[config.mk]
export PLATFORM = sky130hd
export DESIGN_NAME = georam_rd_resp_flat
export DESIGN_NICKNAME = d
export VERILOG_FILES = /design/src/rtl/georam_rd_resp_if.sv /design/src/rtl/georam_rd_resp.sv /design/src/flat_wrapper.sv
export SDC_FILE = /design/constraint.sdc
export NUM_CORES = 1
export LEC_CHECK = 0
export BUFFER_PORTS_ARGS = -buffer_cell sky130_fd_sc_hd__buf_2
export CAP_MARGIN = 40
export CORE_UTILIZATION = 35
export DETAILED_ROUTE_END_ITERATION = 6
export GPL_TIMING_DRIVEN = 0
export PLACE_DENSITY = 0.69
export SETUP_SLACK_MARGIN = 0.15
export SLEW_MARGIN = 40
export SYNTH_ARGS = -nofsm -noshare
export SYNTH_HDL_FRONTEND = slang
export SYNTH_SLANG_ARGS = --single-unit
[constraint.sdc]
create_clock -name PHI2 -period 1.7 [get_ports PHI2]
set_input_delay 0.085 -clock PHI2 [delete_from_list [all_inputs] [get_ports PHI2]]
set_output_delay 0.085 -clock PHI2 [all_outputs]
set_load 0.01 [all_outputs]
[src/rtl/georam_rd_resp_if.sv]
// ---------------------------------------------------------------------------
// georam_rd_resp_if
//  Byte-fetch channel between the GeoRAM read responder and the memory
//  arbiter. The responder raises MemReq with a stable MemAddr and holds both
//  until the arbiter returns a one-cycle MemAck, with the byte on MemRD in
//  that same cycle.
//
//  Signals
//   MemReq   1   fetch request (responder -> arbiter)
//   MemAddr  22  {Block, Window, A} byte address (responder -> arbiter)
//   MemAck   1   one-cycle completion pulse (arbiter -> responder)
//   MemRD    8   fetched byte, valid while MemAck=1 (arbiter -> responder)
//
//  Modports
//   master   responder side (drives request and address)
//   slave    arbiter side (drives acknowledge and data)
// ---------------------------------------------------------------------------
interface georam_rd_resp_if;
   logic        MemReq;
   logic [21:0] MemAddr;
   logic        MemAck;
   logic [7:0]  MemRD;

   modport master (
      output MemReq,
      output MemAddr,
      input  MemAck,
      input  MemRD
   );

   modport slave (
      input  MemReq,
      input  MemAddr,
      output MemAck,
      output MemRD
   );
endinterface

[src/rtl/georam_rd_resp.sv]
// ---------------------------------------------------------------------------
// georam_rd_resp
//  Read-side responder for the GeoRAM-style expansion. Answers C64 reads of
//  the window page (IOSEL, $DExx) by fetching the addressed byte through the
//  memory arbiter, and reads of the register page (RegSEL, $DFC0-$DFFF) by
//  returning the current Block/Window registers directly.
//
//  Parameters
//   TIMEOUT  cycles to wait for MemAck before aborting a fetch (2..255)
//   FILL     byte returned after reset and on a fetch timeout
//
//  Ports
//   PHI2     in   1   sole clock, all state changes on posedge
//   RESET    in   1   synchronous reset, active-high
//   IOSEL    in   1   window page selected this cycle
//   RegSEL   in   1   register page selected this cycle
//   nWE      in   1   C64 R/W (high = read)
//   A        in   8   C64 A[7:0]
//   Block    in   8   current block register
//   Window   in   6   current window register
//   mem      if       fetch channel to the arbiter (master side)
//   RD       out  8   registered read data for the C64 bus
//   RDOE     out  1   drive RD onto the bus (combinational from the strobes)
//   Busy     out  1   a fetch is outstanding (state != IDLE)
//   TOErr    out  1   sticky fetch-timeout flag, cleared only by RESET
// ---------------------------------------------------------------------------
module georam_rd_resp #(
   parameter int         TIMEOUT = 8,
   parameter logic [7:0] FILL    = 8'hFF
) (
   input  logic                 PHI2,
   input  logic                 RESET,
   input  logic                 IOSEL,
   input  logic                 RegSEL,
   input  logic                 nWE,
   input  logic [7:0]           A,
   input  logic [7:0]           Block,
   input  logic [5:0]           Window,
   georam_rd_resp_if.master     mem,
   output logic [7:0]           RD,
   output logic                 RDOE,
   output logic                 Busy,
   output logic                 TOErr
);

   localparam logic [1:0] IDLE = 2'd0;
   localparam logic [1:0] REQ  = 2'd1;
   localparam logic [1:0] DONE = 2'd2;

   // Terminal count of the MemAck wait; the counter holds the number of
   // REQ cycles already spent before the current one.
   localparam logic [7:0] TO_LAST = 8'(TIMEOUT - 1);

   logic [1:0] state;
   logic [7:0] toCnt;
   logic       rdW;
   logic       rdR;

   // Register read-back: odd addresses return Block, even return Window.
   function automatic logic [7:0] regReadback(input logic       sel,
                                              input logic [7:0] blk,
                                              input logic [5:0] win);
      return sel ? blk : {2'b00, win};
   endfunction

   // Only the top 64 bytes of the register page ($DFC0-$DFFF) read back.
   assign rdW  = IOSEL & nWE;
   assign rdR  = RegSEL & nWE & A[7] & A[6];
   assign RDOE = rdW | rdR;
   assign Busy = (state != IDLE);

   always_ff @(posedge PHI2) begin
      if (RESET) begin
         state       <= IDLE;
         mem.MemReq  <= 1'b0;
         mem.MemAddr <= '0;
         RD          <= FILL;
         TOErr       <= 1'b0;
         toCnt       <= '0;
      end else begin
         case (state)
            IDLE: begin
               // MemAck here belongs to nothing of ours and is dropped.
               if (rdW) begin
                  mem.MemAddr <= {Block, Window, A};
                  mem.MemReq  <= 1'b1;
                  toCnt       <= '0;
                  state       <= REQ;
               end
            end

            REQ: begin
               // Address is frozen here: Block/Window edits and further
               // window reads do not disturb the fetch in flight.
               if (mem.MemAck) begin
                  RD         <= mem.MemRD;
                  mem.MemReq <= 1'b0;
                  state      <= DONE;
               end else if (toCnt == TO_LAST) begin
                  RD         <= FILL;
                  TOErr      <= 1'b1;
                  mem.MemReq <= 1'b0;
                  state      <= DONE;
               end else begin
                  toCnt <= toCnt + 8'd1;
               end
            end

            DONE: begin
               // Single settling cycle; reads arriving now are not queued.
               state <= IDLE;
            end

            default: begin
               mem.MemReq <= 1'b0;
               state      <= IDLE;
            end
         endcase

         // A register read-back takes RD over whatever the FSM chose this
         // cycle: the C64 is sampling the bus for that read right now.
         if (rdR) begin
            RD <= regReadback(A[0], Block, Window);
         end
      end
   end

endmodule
[src/flat_wrapper.sv]
// flat-port wrapper written by rule: the top's interface ports become plain ports
module georam_rd_resp_flat 
#(
   parameter int         TIMEOUT = 8,
   parameter logic [7:0] FILL    = 8'hFF
)
  (PHI2, RESET, IOSEL, RegSEL, nWE, A, Block, Window, RD, RDOE, Busy, TOErr, mem_MemReq, mem_MemAddr, mem_MemAck, mem_MemRD);
  georam_rd_resp_if mem_i ();
  input  logic PHI2;
  input  logic RESET;
  input  logic IOSEL;
  input  logic RegSEL;
  input  logic nWE;
  input  logic [7:0] A;
  input  logic [7:0] Block;
  input  logic [5:0] Window;
  output logic [7:0] RD;
  output logic RDOE;
  output logic Busy;
  output logic TOErr;
  output wire logic [$bits(mem_i.MemReq)-1:0] mem_MemReq;
  output wire logic [$bits(mem_i.MemAddr)-1:0] mem_MemAddr;
  input wire logic [$bits(mem_i.MemAck)-1:0] mem_MemAck;
  input wire logic [$bits(mem_i.MemRD)-1:0] mem_MemRD;
  assign mem_MemReq = mem_i.MemReq;
  assign mem_MemAddr = mem_i.MemAddr;
  assign mem_i.MemAck = mem_MemAck;
  assign mem_i.MemRD = mem_MemRD;
  georam_rd_resp #(.TIMEOUT(TIMEOUT), .FILL(FILL)) u_core (.PHI2(PHI2), .RESET(RESET), .IOSEL(IOSEL), .RegSEL(RegSEL), .nWE(nWE), .A(A), .Block(Block), .Window(Window), .mem(mem_i), .RD(RD), .RDOE(RDOE), .Busy(Busy), .TOErr(TOErr));
endmodule
======== Word-level counts from Yosys, hierarchy flattened ========
Cells that the tools add are included.
word-level totals
  register bits ........................... 42
  input bits .............................. 36
  logic and storage cells ................. 49
operators by class
  add/subtract/negate cells ............... 1
  equal/unequal tests ..................... 7
  muxes and demuxes ....................... 17
  bitwise operators ....................... 7
  reductions and logical operators ........ 11
operator list
  cell                                                    count
  two-way mux 8 bit                                       8
  one-hot mux 8 bit (2 select lines)                      1
  adder 8 x 1 -> 8 bit (second input constant)            1
  == test 8 x 3 -> 1 bit (second input constant)          1
  two-way mux 2 bit                                       3
  AND reduction 2 bit                                     3
  AND reduction 3 bit                                     2
  nonzero test 2 bit                                      3
  bitwise AND 1 bit                                       4
  inequality test 2 bit (second input constant)           2
  one-hot mux 2 bit (2 select lines)                      1
  AND reduction 4 bit                                     1
  two-way mux 1 bit                                       3
  inequality test 3 x 2 -> 1 bit (second input constant)  1
  one-hot mux 1 bit (3 select lines)                      1
  nonzero test 3 bit                                      1
  == test 2 x 1 -> 1 bit (second input constant)          1
  == test 2 bit (second input constant)                   1
  zero test 2 bit                                         1
  inequality test 2 x 1 -> 1 bit (second input constant)  1
  inverter 1 bit                                          2
  bitwise OR 1 bit                                        1

======== Logic depth before layout (Yosys ltp) ========
Gate-level depths: netlist of run 1.
  word-level depth ........................ 5
  gate-level depth with buffers ........... 6
  mapped depth without buffers ............ 5

======== Worst setup path before layout of run 1 ========
OpenSTA, ideal clock, no wires.
  path kind ............................... register to register
  start point ............................. register u_core.toCnt[3]
  end point ............................... register u_core.RD[6]
  library setup time ...................... 0.126 ns
  arrival ................................. 1.404 ns
  slack ................................... 0.169 ns
  cell stages (with the launch flop) ...... 6
  buffers on the path ..................... 1
  cells stage by stage .................... dfxtp_1 > or3_4 > or2_4 > a22o_1 > buf_6 > mux2i_1
between the ends
  word-level cells in the longest chain between the ends .. 3
ends and longest elaborated chain
  element                               line                   source
  start: declaration                    georam_rd_resp.sv:55   logic [7:0] toCnt;
  start signal: assignment              georam_rd_resp.sv:105  toCnt <= toCnt + 8'd1;
  == test 8 x 3 -> 1 bit                georam_rd_resp.sv:99   end else if (toCnt == TO_LAST) begin
  nonzero test 3 bit (no source line)   --
  AND reduction 2 bit (no source line)  --
  end signal: assignment                georam_rd_resp.sv:96   RD <= mem.MemRD;
  end signal: assignment                georam_rd_resp.sv:123  RD <= regReadback(A[0], Block, Window);
  end: declaration                      georam_rd_resp.sv:40   output logic [7:0] RD,
No other way between the ends.
A chain may end at the register's enable or synchronous reset.

======== Worst setup path after layout of run 1 ========
  start point ............................. register u_core.toCnt[7]
  end point ............................... register u_core.RD[2]
Same word-level chain as after synthesis.

==> results of run 1 <==
[repair_timing]
item / CTS / global route
setup endpoints to repair: 37 / 36
hold buffers: 0 / 0
setup buffers: 5 / 5
pin swaps: 3 / 7
resized for setup: 20 / 25
[power breakdown]
part | total, uW | switching, uW | internal (uW) | leakage (uW)
Sequential | 1030 | 19.3 | 1010 | 0.000347
Combinational | 300 | 173 | 127 | 0.000755
Clock | 648 | 358 | 290 | 0.0000452
[logic make-up (layout without fill, tap and decap cells)]
family | after synthesis | in the layout | share of synthesized area [%]
multiplexers | 14 | 14 | 7.38
AND/OR/NAND/NOR | 104 | 104 | 26.2
AO/OA/AOI/OAI | 56 | 56 | 16.7
adder cells (fa/ha/maj) | 1 | 1 | 0.659
flip-flops | 42 | 42 | 44.3
buffers and inverters | 21 | 106 | 4.75
[layout by cell type, fill, tap and decap left out, drive strengths merged]
cell,synthesis,final
dfxtp,42,42
clkinv,0,2
and3,2,2
nand4bb,1,1
a2111oi,1,1
inv,5,5
a31oi,2,2
nor3b,1,1
or3,1,1
o21ai,7,7
ha,1,1
or2,3,3
and4,1,1
mux2i,14,14
nand2b,3,3
nor3,7,7
clkbuf,11,17
buf,5,82
o21a,1,1
nand4,2,2
a22o,1,1
a41o,1,1
nand3,3,3
or3b,2,2
nand3b,7,7
nand2,56,56
nor2b,1,1
a21o,1,1
a21oi,38,38
or2b,1,1
nor2,13,13
a311oi,3,3
a32o,1,1
[final timing paths]
check | slack, ns | to | startpoint | cells after the start
setup / recovery | 0.09 | u_core.RD[2]$_SDFFE_PP1P_ | u_core.toCnt[7]$_SDFFE_PP0P_ | 5
hold / removal | 0.02 | u_core.mem.MemAddr[5]$_SDFFE_PP0P_ | A[5] | 3
setup reg to reg | 0.09 | u_core.RD[2]$_SDFFE_PP1P_ | u_core.toCnt[7]$_SDFFE_PP0P_ | 5
hold reg to reg | 0.45 | u_core.TOErr$_SDFFE_PP0P_ | u_core.TOErr$_SDFFE_PP0P_ | 2
[flip-flops by register name (all words and copies together), names as in the netlist]
signal,cells
u_core.mem.MemReq,1
u_core.mem.MemAddr,22
u_core.TOErr,1
u_core.toCnt,8
u_core.RD,8
u_core.state,2
[layer usage]
| metal | track usage [%] | vias to the layer above | routed length, um |
|---|---|---|---|
| li1 | - | 986 | - |
| met1 | 26.9 | 912 | 2430 |
| met2 | 29.8 | 79 | 2800 |
| met3 | 3.97 | 12 | 401 |
| met4 | 8.64 | 0 | 99 |
| met5 | 0 | - | 0 |
[stage by stage]
step	hold WS, ns	TNS (ns)
2_1_floorplan	0.221	0
3_3_place_gp	0.326	-0.00296
3_5_place_dp	0.333	-0.0753
4_1_cts	0.0159	0
5_1_grt	0.0218	0
6_report	0.0171	0
[layout make-up]
class,count,area (um^2)
Buffer,16,85.1
Clock buffer,6,72.6
Clock inverter,2,13.8
Fill cell,503,2540
Inverter,5,18.8
Multi-Input combinational cell,175,1070
Sequential cell,42,861
Tap cell,70,87.6
Timing Repair Buffer,77,422
[worst reg2reg max path: stages (launching register included)]
cell     delay, ns
dfxtp_2       0.33
or3_4         0.41
or2_4         0.27
a22o_1        0.20
buf_6         0.15
mux2i_1       0.12
==> run_summary.xml, run 1 <==
<?xml version="1.0" encoding="UTF-8"?>
<metrics>
  <group name="outcome">
    <metric name="run_status" unit="">complete, no violations</metric>
  </group>
  <group name="logic_synthesis">
    <metric name="synthesis.area" unit="mm^2">0.00190</metric>
    <metric name="postSynthAreaPerCell" unit="um^2">7.98</metric>
    <metric name="post_synth_num_cell_types" unit="">36</metric>
    <metric name="yosys_warnings" unit="">0</metric>
    <metric name="netlist_top_cells_area" unit="">dfxtp_1 44%, nand2_1 11%, a21oi_1 10%</metric>
    <metric name="synth.most_common_cell" unit="">nand2_1</metric>
    <metric name="synth_fp_nets" unit="">275</metric>
    <metric name="synth_edf_count" unit="">0</metric>
    <metric name="ys_ff_latch" unit="">42</metric>
    <metric name="sequential_to_total_area_share_from_yosys_stat" unit="%">44.3</metric>
    <metric name="syn-instance-count" unit="">238</metric>
    <metric name="yosysTopAreaCell" unit="">dfxtp_1</metric>
    <metric name="synth_top_flop_cell" unit="">dfxtp_1</metric>
    <metric name="synth_top_cell_area_share" unit="%">44.3</metric>
    <metric name="synth_commonest_cells" unit="">56 x nand2_1, 42 x dfxtp_1, 38 x a21oi_1</metric>
    <metric name="share_of_flip_flops_with_an_asynchronous_set_or_reset_after_synthesis" unit="%">0</metric>
  </group>
  <group name="final_layout">
    <metric name="postLayoutCoreUtil" unit="%">50.8</metric>
    <metric name="final_instance_area" unit="mm^2">0.00263</metric>
    <metric name="num_antenna_cells" unit="">0</metric>
    <metric name="nNetsFinal" unit="">359</metric>
    <metric name="area_delta_synth_final" unit="%">38.5</metric>
    <metric name="filler_free_cell_count_of_the_finished_design" unit="">393</metric>
    <metric name="final_layout_size_suffix_gt1_share" unit="%">36.5</metric>
  </group>
  <group name="place">
    <metric name="post-dp-hpwl" unit="mm">3.87</metric>
    <metric name="numPlacedInstances" unit="">375</metric>
    <metric name="detailed_place.area" unit="mm^2">0.00232</metric>
    <metric name="place_congestion" unit="">0.862</metric>
    <metric name="portBuffers" unit="">67</metric>
    <metric name="dp_worst_setup_slack" unit="ns">-0.0458</metric>
  </group>
  <group name="worst_setup_path">
    <metric name="crit_required" unit="ns">1.88</metric>
    <metric name="critPathLaunchType" unit="">flip-flop</metric>
    <metric name="timing.critical_path.cells" unit="">or3_4 -&gt; or2_4 -&gt; a22o_1 -&gt; buf_6 -&gt; mux2i_1</metric>
    <metric name="worstPathMaxFanout" unit="">8</metric>
    <metric name="worst-endpoint-arrival" unit="ns">1.78</metric>
    <metric name="timing.critical_path.slowest_cell_delay" unit="ns">0.41</metric>
    <metric name="crit_type" unit="">reg2reg</metric>
    <metric name="critical-path-top-delay-family" unit="">simple AND/OR/NAND/NOR gates</metric>
    <metric name="worst_setup_path_end_kind" unit="">flip-flop</metric>
    <metric name="critical_path.n_buffers_inverters" unit="">1</metric>
    <metric name="crit_path_top_delay_cell" unit="">or3_4</metric>
  </group>
  <group name="sta">
    <metric name="tightestPinTransition" unit="ns">0.569</metric>
    <metric name="final_hold_viol_count" unit="">0</metric>
    <metric name="skew" unit="ns">0.0114</metric>
    <metric name="slew-limit-headroom" unit="%">62.1</metric>
    <metric name="timing.fmax" unit="MHz">623</metric>
    <metric name="setup_ws" unit="ns">0.0950</metric>
    <metric name="maxSlewViolCount" unit="">0</metric>
    <metric name="period_needed" unit="ns">1.61</metric>
    <metric name="final.period_utilization" unit="%">94.4</metric>
    <metric name="setup-violations-final" unit="">0</metric>
    <metric name="rsz0062_at_grt" unit="">yes</metric>
  </group>
  <group name="clocking">
    <metric name="clock_sinks" unit="">42</metric>
    <metric name="clk-insertion-delay-late" unit="ns">0.31</metric>
    <metric name="clk_pin_slew_worst_paths" unit="ns">0.08</metric>
    <metric name="clockBufferDepth" unit="">2</metric>
    <metric name="h-tree-depth" unit="">2</metric>
    <metric name="cts-buffers-inserted" unit="">5</metric>
    <metric name="ctsRootBufferMaster" unit="">clkbuf_8</metric>
    <metric name="clock_tree_from_tritoncts" unit="">built</metric>
  </group>
  <group name="floorplanning">
    <metric name="initial_cell_density_of_the_core" unit="%">36.7</metric>
    <metric name="rows" unit="">26</metric>
    <metric name="top_level_ports" unit="">70</metric>
    <metric name="die_height" unit="um">75.6</metric>
    <metric name="die_area" unit="mm^2">0.00572</metric>
    <metric name="placeableCoreArea" unit="mm^2">0.00517</metric>
    <metric name="die_x" unit="um">75.6</metric>
  </group>
  <group name="routing">
    <metric name="via_count" unit="">1989</metric>
    <metric name="wl" unit="mm">5.73</metric>
    <metric name="drtPass1Iterations" unit="">4</metric>
    <metric name="drcViolationCount" unit="">0</metric>
    <metric name="detail-route-antenna-nets" unit="">0</metric>
    <metric name="avgViaCountPerCell" unit="">5.06</metric>
    <metric name="first_iter_violations" unit="">143</metric>
    <metric name="routedWlPerCell" unit="um">14.6</metric>
  </group>
  <group name="power">
    <metric name="p_leak" unit="uW">0.00115</metric>
    <metric name="largest_vdd_supply_drop" unit="mV">0.366</metric>
    <metric name="power-per-cell-area" unit="mW/mm^2">754</metric>
    <metric name="power" unit="uW">1980</metric>
  </group>
  <group name="global_routing">
    <metric name="maximum_number_of_pins_on_one_net_before_global_route_repair" unit="">14</metric>
    <metric name="grt_remaining_overflow" unit="">0</metric>
    <metric name="first_global_vias" unit="">1756</metric>
    <metric name="grt_antenna_before_repair" unit="">0</metric>
    <metric name="wire_length_of_the_first_global_routing_pass" unit="mm">8.34</metric>
    <metric name="groute.usage.overall" unit="%">19.6</metric>
  </group>
  <group name="hold_path">
    <metric name="hold_path_class" unit="">in2reg</metric>
  </group>
  <group name="job">
    <metric name="cap_violations" unit="">0</metric>
  </group>
</metrics>
(Power assumes the default switching activity.)
==> run 2: changes to the inputs <==
- CORE_UTILIZATION: 35 -> 45
- PLACE_DENSITY: 0.69 -> 0.83
==> run 2 against run 1 <==
Against the previous run: worst setup slack gained 0.0067 ns; count of clock-buffer cells in the layout shrank 1; clock skew shrank 0.0029 ns; non-clock buffer count shrank 3; die area shrank 22%.
==> run_summary.xml, run 2 (synthesized netlist as in run 1, its figures left out) <==
<?xml version="1.0" encoding="UTF-8"?>
<metrics>
  <group name="place">
    <metric name="place_congestion" unit="">0.867</metric>
    <metric name="post-dp-hpwl" unit="mm">3.60</metric>
    <metric name="numPlacedInstances" unit="">355</metric>
    <metric name="portBuffers" unit="">67</metric>
    <metric name="detailed_place.area" unit="mm^2">0.00230</metric>
  </group>
  <group name="worst_setup_path">
    <metric name="crit_required" unit="ns">1.91</metric>
    <metric name="worst_setup_path_end_kind" unit="">flip-flop</metric>
    <metric name="regToRegStartpoint" unit="">u_core.toCnt[7]$_SDFFE_PP0P_</metric>
    <metric name="timing_startpoint_of_the_critical_path" unit="">u_core.toCnt[7]$_SDFFE_PP0P_</metric>
    <metric name="timing.rr.end" unit="">u_core.toCnt[4]$_SDFFE_PP0P_</metric>
    <metric name="worstPathMaxFanout" unit="">5</metric>
    <metric name="regToRegSetupSlack" unit="ns">0.10</metric>
    <metric name="reg2regPathDepth" unit="">4</metric>
    <metric name="critPathLaunchType" unit="">flip-flop</metric>
    <metric name="crit_type" unit="">reg2reg</metric>
    <metric name="worst-endpoint-arrival" unit="ns">1.81</metric>
  </group>
  <group name="sta">
    <metric name="maxSlewViolCount" unit="">0</metric>
    <metric name="tightestPinTransition" unit="ns">0.598</metric>
    <metric name="skew" unit="ns">0.00858</metric>
    <metric name="finalHoldWorstSlack" unit="ns">0.00951</metric>
    <metric name="final.period_utilization" unit="%">94.0</metric>
    <metric name="period_needed" unit="ns">1.60</metric>
    <metric name="slew-limit-headroom" unit="%">60.1</metric>
    <metric name="rsz0062_at_grt" unit="">yes</metric>
    <metric name="setup-violations-final" unit="">0</metric>
    <metric name="timing.fmax" unit="MHz">626</metric>
    <metric name="final_hold_viol_count" unit="">0</metric>
  </group>
  <group name="job">
    <metric name="cap_violations" unit="">0</metric>
  </group>
  <group name="power">
    <metric name="net-switching-power" unit="uW">566</metric>
    <metric name="comb_power_share" unit="%">13.3</metric>
    <metric name="largest_vdd_supply_drop" unit="mV">0.619</metric>
    <metric name="p_leak" unit="uW">0.00113</metric>
    <metric name="seq_power_share" unit="%">48.3</metric>
    <metric name="netSwitchingFraction" unit="%">26.4</metric>
    <metric name="pwr-share-clk" unit="%">38.4</metric>
    <metric name="cell_internal_pwr" unit="uW">1580</metric>
    <metric name="power-per-cell-area" unit="mW/mm^2">840</metric>
  </group>
  <group name="routing">
    <metric name="drtPass1Iterations" unit="">6</metric>
    <metric name="wl" unit="mm">5.29</metric>
    <metric name="drcViolationCount" unit="">0</metric>
    <metric name="avgViaCountPerCell" unit="">5.40</metric>
    <metric name="first_iter_violations" unit="">217</metric>
    <metric name="routedWlPerCell" unit="um">14.3</metric>
    <metric name="via_count" unit="">1999</metric>
    <metric name="detail-route-antenna-nets" unit="">0</metric>
  </group>
  <group name="global_routing">
    <metric name="grt_antenna_before_repair" unit="">0</metric>
    <metric name="wire_length_of_the_first_global_routing_pass" unit="mm">8.08</metric>
    <metric name="maximum_number_of_pins_on_one_net_before_global_route_repair" unit="">15</metric>
    <metric name="grt_remaining_overflow" unit="">0</metric>
    <metric name="first_global_vias" unit="">1740</metric>
    <metric name="groute.usage.overall" unit="%">24.2</metric>
  </group>
  <group name="final_layout">
    <metric name="number_of_flip_flops_under_the_largest_register_name" unit="">22</metric>
    <metric name="register_bank_with_the_most_flops" unit="">u_core.mem.MemAddr</metric>
    <metric name="final_common_cell" unit="">buf_2</metric>
    <metric name="largestRegisters" unit="">u_core.mem.MemAddr: 22 flops, u_core.RD: 8 flops, u_core.toCnt: 8 flops</metric>
    <metric name="final_instance_area" unit="mm^2">0.00255</metric>
    <metric name="area_delta_synth_final" unit="%">34.5</metric>
    <metric name="final_layout_size_suffix_gt1_share" unit="%">34.7</metric>
    <metric name="layout.cells.most_common_list" unit="">72 x buf_2, 56 x nand2_1, 37 x a21oi_1</metric>
    <metric name="num_antenna_cells" unit="">0</metric>
    <metric name="filler_free_cell_count_of_the_finished_design" unit="">370</metric>
    <metric name="nNetsFinal" unit="">356</metric>
  </group>
  <group name="hold_path">
    <metric name="timing.hold.worst_endpoint" unit="">u_core.mem.MemAddr[5]$_SDFFE_PP0P_</metric>
    <metric name="hold_path_class" unit="">in2reg</metric>
    <metric name="hold_path_depth" unit="">3</metric>
    <metric name="worstHoldStart" unit="">A[5]</metric>
  </group>
  <group name="clocking">
    <metric name="clockBufferDepth" unit="">2</metric>
    <metric name="clock_sinks" unit="">42</metric>
    <metric name="clk-insertion-delay-late" unit="ns">0.31</metric>
    <metric name="h-tree-depth" unit="">2</metric>
    <metric name="cts-buffers-inserted" unit="">5</metric>
    <metric name="ctsRootBufferMaster" unit="">clkbuf_8</metric>
    <metric name="clk_pin_slew_worst_paths" unit="ns">0.09</metric>
    <metric name="clock_tree_from_tritoncts" unit="">built</metric>
    <metric name="hold_buffers" unit="">0</metric>
  </group>
  <group name="floorplanning">
    <metric name="die_area" unit="mm^2">0.00448</metric>
    <metric name="die_height" unit="um">66.9</metric>
    <metric name="die_x" unit="um">66.9</metric>
    <metric name="placeableCoreArea" unit="mm^2">0.00403</metric>
    <metric name="initial_cell_density_of_the_core" unit="%">47.1</metric>
    <metric name="rows" unit="">23</metric>
    <metric name="top_level_ports" unit="">70</metric>
  </group>
  <group name="outcome">
    <metric name="run_status" unit="">complete, no violations</metric>
  </group>
</metrics>
## run 2: worst max-delay path, cell delays in order, from the launching register on
cell and delay, ns:
dfxtp_2 0.33, or3_4 0.41, nor3_2 0.35, nor2_1 0.14
a311oi_1 0.27
## run 2: power groups by stage
stage / Clock (uW) / Combinational, uW / Sequential [uW]
after CTS: 825 / 279 / 1040
after global routing: 863 / 313 / 1040
after floorplan: 0 / 140 / 1070
after detailed placement: 0 / 270 / 1060
final: 822 / 286 / 1040
after global placement: 0 / 268 / 1060
## run 2: metrics by stage
step	setup TNS [ns]	util (%)	setup slack [ns]	power [uW]
CTS	0	62.2	0.131	2140
global route	0	63.4	0.0687	2220
finish	0	63.4	0.102	2140
floorplan	0	-	0.169	1210
global placement	0	57.0	0.0194	1330
detailed placement	-0.0291	57.0	-0.0291	1330
## run 2: worst max path at each step
stage | cells past startpoint | to | slack (ns)
floorplan | 5 | u_core.RD[6]$_SDFFE_PP1P_ | 0.17
global placement | 4 | u_core.toCnt[4]$_SDFFE_PP0P_ | 0.02
detailed placement | 4 | u_core.toCnt[4]$_SDFFE_PP0P_ | -0.03
CTS | 4 | u_core.toCnt[7]$_SDFFE_PP0P_ | 0.13
global route | 5 | u_core.RD[0]$_SDFFE_PP1P_ | 0.07
finish | 4 | u_core.toCnt[4]$_SDFFE_PP0P_ | 0.10
## run 2: cell type report
| cell class | instances | area, um^2 |
|---|---|---|
| plain buffers | 16 | 77.6 |
| clock buffers | 5 | 68.8 |
| clock inverters | 3 | 43.8 |
| fillers | 358 | 1480 |
| inverters | 5 | 18.8 |
| multi-input cells | 175 | 1040 |
| flip-flops and latches | 42 | 856 |
| well taps | 50 | 62.6 |
| repair buffers | 74 | 388 |
## run 2: per-layer routing
metal	up-vias	share of wire [%]	track usage (%)
met4	0	1.6	8.78
met2	105	45	37.8
met1	902	44	30.8
met3	12	8.8	7.71
met5	-	0	0
li1	980	-	-
## run 2: what timing repair did
item / CTS / global route
pin swaps: 2 / 2
endpoints found under the setup margin: 34 / 33
resized for setup: 15 / 17
setup buffers: 7 / 0
==> run 3: changes to the inputs <==
- CELL_PAD_IN_SITES_DETAIL_PLACEMENT: not set -> 1
- CELL_PAD_IN_SITES_GLOBAL_PLACEMENT: not set -> 1
- CORE_UTILIZATION: 45 -> 29
- PLACE_DENSITY: 0.83 -> 0.77
==> run 3 against run 2 <==
Against the previous run: total power up 0.68%; global-route usage is 6.6 points lower; count of clock-buffer cells in the layout up 1; hold slack worse by 0.0014 ns; critical path depth up 1; design area is 1.4% higher; combinational power up 6%; sequential share of layout area decreased by 0.45 points; critical path type unchanged; maximum frequency up 1.2%.
==> run_summary.xml, run 3 (synthesized netlist as in run 1, its figures left out) <==
<?xml version="1.0" encoding="UTF-8"?>
<metrics>
  <group name="outcome">
    <metric name="run_status" unit="">complete, no violations</metric>
  </group>
  <group name="global_routing">
    <metric name="wire_length_of_the_first_global_routing_pass" unit="mm">9.87</metric>
    <metric name="grt_remaining_overflow" unit="">0</metric>
    <metric name="maximum_number_of_pins_on_one_net_before_global_route_repair" unit="">14</metric>
    <metric name="groute.usage.overall" unit="%">17.6</metric>
    <metric name="first_global_vias" unit="">2004</metric>
    <metric name="grt_antenna_before_repair" unit="">0</metric>
  </group>
  <group name="routing">
    <metric name="drcViolationCount" unit="">0</metric>
    <metric name="first_iter_violations" unit="">66</metric>
    <metric name="routedWlPerCell" unit="um">15.3</metric>
    <metric name="wl" unit="mm">6.04</metric>
    <metric name="drtPass1Iterations" unit="">4</metric>
    <metric name="via_count" unit="">1962</metric>
    <metric name="avgViaCountPerCell" unit="">4.97</metric>
    <metric name="detail-route-antenna-nets" unit="">0</metric>
  </group>
  <group name="clocking">
    <metric name="clk_pin_slew_worst_paths" unit="ns">0.09</metric>
    <metric name="clock_tree_from_tritoncts" unit="">built</metric>
    <metric name="clk-insertion-delay-late" unit="ns">0.30</metric>
    <metric name="clockBufferDepth" unit="">2</metric>
    <metric name="h-tree-depth" unit="">2</metric>
    <metric name="cts-buffers-inserted" unit="">5</metric>
    <metric name="ctsRootBufferMaster" unit="">clkbuf_8</metric>
    <metric name="clock_sinks" unit="">42</metric>
  </group>
  <group name="worst_setup_path">
    <metric name="regToRegSetupSlack" unit="ns">0.12</metric>
    <metric name="worst-endpoint-arrival" unit="ns">1.77</metric>
    <metric name="critical-path-top-delay-family" unit="">simple AND/OR/NAND/NOR gates</metric>
    <metric name="critical_path.n_buffers_inverters" unit="">1</metric>
    <metric name="crit_type" unit="">reg2reg</metric>
    <metric name="critPathLaunchType" unit="">flip-flop</metric>
    <metric name="crit_required" unit="ns">1.89</metric>
    <metric name="worst_setup_path_end_kind" unit="">flip-flop</metric>
    <metric name="worstPathMaxFanout" unit="">8</metric>
    <metric name="timing.critical_path.slowest_cell_delay" unit="ns">0.41</metric>
    <metric name="crit_path_top_delay_cell" unit="">or3_4</metric>
    <metric name="timing.critical_path.cells" unit="">or3_4 -&gt; or2_4 -&gt; a22o_1 -&gt; buf_6 -&gt; mux2i_1</metric>
  </group>
  <group name="sta">
    <metric name="setup-violations-final" unit="">0</metric>
    <metric name="rsz0062_at_grt" unit="">yes</metric>
    <metric name="final.period_utilization" unit="%">92.9</metric>
    <metric name="finalHoldWorstSlack" unit="ns">0.00815</metric>
    <metric name="timing.fmax" unit="MHz">633</metric>
    <metric name="skew" unit="ns">0.00920</metric>
    <metric name="final_hold_viol_count" unit="">0</metric>
    <metric name="slew-limit-headroom" unit="%">60.9</metric>
    <metric name="tightestPinTransition" unit="ns">0.587</metric>
    <metric name="period_needed" unit="ns">1.58</metric>
    <metric name="maxSlewViolCount" unit="">0</metric>
  </group>
  <group name="floorplanning">
    <metric name="initial_cell_density_of_the_core" unit="%">29.9</metric>
    <metric name="placeableCoreArea" unit="mm^2">0.00635</metric>
    <metric name="rows" unit="">29</metric>
    <metric name="die_area" unit="mm^2">0.00687</metric>
    <metric name="die_height" unit="um">82.9</metric>
    <metric name="die_x" unit="um">82.9</metric>
    <metric name="top_level_ports" unit="">70</metric>
  </group>
  <group name="final_layout">
    <metric name="filler_free_cell_count_of_the_finished_design" unit="">395</metric>
    <metric name="area_delta_synth_final" unit="%">36.3</metric>
    <metric name="register_bank_with_the_most_flops" unit="">u_core.mem.MemAddr</metric>
    <metric name="final_layout_size_suffix_gt1_share" unit="%">34.0</metric>
    <metric name="num-fill-cells" unit="">793</metric>
    <metric name="nNetsFinal" unit="">354</metric>
    <metric name="largestRegisters" unit="">u_core.mem.MemAddr: 22 flops, u_core.RD: 8 flops, u_core.toCnt: 8 flops</metric>
    <metric name="final_instance_area" unit="mm^2">0.00259</metric>
    <metric name="num_antenna_cells" unit="">0</metric>
    <metric name="final_common_cell" unit="">buf_2</metric>
    <metric name="layout.cells.most_common_list" unit="">68 x buf_2, 56 x nand2_1, 38 x a21oi_1</metric>
    <metric name="number_of_flip_flops_under_the_largest_register_name" unit="">22</metric>
  </group>
  <group name="power">
    <metric name="power-per-cell-area" unit="mW/mm^2">834</metric>
    <metric name="power" unit="uW">2160</metric>
    <metric name="cell_internal_pwr" unit="uW">1580</metric>
    <metric name="comb_power_share" unit="%">14.0</metric>
    <metric name="p_leak" unit="uW">0.00112</metric>
    <metric name="pwr-share-clk" unit="%">38.0</metric>
    <metric name="net-switching-power" unit="uW">577</metric>
    <metric name="largest_vdd_supply_drop" unit="mV">0.376</metric>
    <metric name="seq_power_share" unit="%">48.0</metric>
    <metric name="netSwitchingFraction" unit="%">26.7</metric>
  </group>
  <group name="hold_path">
    <metric name="hold_path_class" unit="">in2reg</metric>
  </group>
  <group name="place">
    <metric name="portBuffers" unit="">67</metric>
    <metric name="place_congestion" unit="">0.825</metric>
    <metric name="numPlacedInstances" unit="">382</metric>
    <metric name="post-dp-hpwl" unit="mm">4.45</metric>
    <metric name="detailed_place.area" unit="mm^2">0.00233</metric>
  </group>
  <group name="job">
    <metric name="cap_violations" unit="">0</metric>
  </group>
</metrics>
## run 3: area by class of cell
class | instances | area (um^2) | share of cell area (%)
multi-input cells | 175 | 1050 | 40.5
flip-flops and latches | 42 | 856 | 33.1
repair buffers | 72 | 373 | 14.4
well taps | 77 | 96.3 | 3.72
plain buffers | 16 | 85.1 | 3.29
clock buffers | 6 | 72.6 | 2.80
clock inverters | 2 | 37.5 | 1.45
inverters | 5 | 18.8 | 0.725
## run 3: power groups by stage
stage                     clock network [uW]  logic (uW)  registers [uW]
after global placement                     0         277            1060
after detailed placement                   0         283            1060
after floorplan                            0         140            1070
final                                    821         302            1040
after global routing                     866         332            1040
after CTS                                821         296            1040
## run 3: repair_timing
item	4_1_cts	5_1_grt
pin swaps	3	1
cloned	0	0
setup buffers	3	2
setup endpoints to repair	37	30
resized for setup	27	5
hold buffers	0	0
## run 3: path summary, 6_finish.rpt
path | to | startpoint | cells past startpoint
worst max register to register | u_core.RD[0]$_SDFFE_PP1P_ | u_core.toCnt[7]$_SDFFE_PP0P_ | 5
worst max-delay path | u_core.RD[0]$_SDFFE_PP1P_ | u_core.toCnt[7]$_SDFFE_PP0P_ | 5
worst min register to register | u_core.mem.MemAddr[20]$_SDFFE_PP0P_ | u_core.mem.MemAddr[20]$_SDFFE_PP0P_ | 2
worst min-delay path | u_core.mem.MemAddr[2]$_SDFFE_PP0P_ | A[2] | 3
## run 3: worst register-to-register path: cells and delay by family, from the launching register on
family,cells,cell delay (ns)
flops,1,0.33
compound gates,1,0.19
buf+inv,1,0.15
simple gates,2,0.67
mux,1,0.13
## run 3: routing by layer
layer	up-vias	GRT usage, %	wire [um]	part of all wire (%)
met3	5	3.58	236	3.9
met1	939	22.6	2800	46
met4	0	4.39	61	1.0
li1	976	-	-	-
met5	-	0	0	0
met2	42	30.0	2950	49
## run 3: metrics by stage
step | setup WS [ns] | TNS [ns] | util, %
2_1_floorplan | 0.169 | 0 | -
3_3_place_gp | -0.0651 | -0.0651 | 36.7
3_5_place_dp | -0.0697 | -0.552 | 36.7
4_1_cts | 0.130 | 0 | 40.1
5_1_grt | 0.0879 | 0 | 40.7
6_report | 0.121 | 0 | 40.7
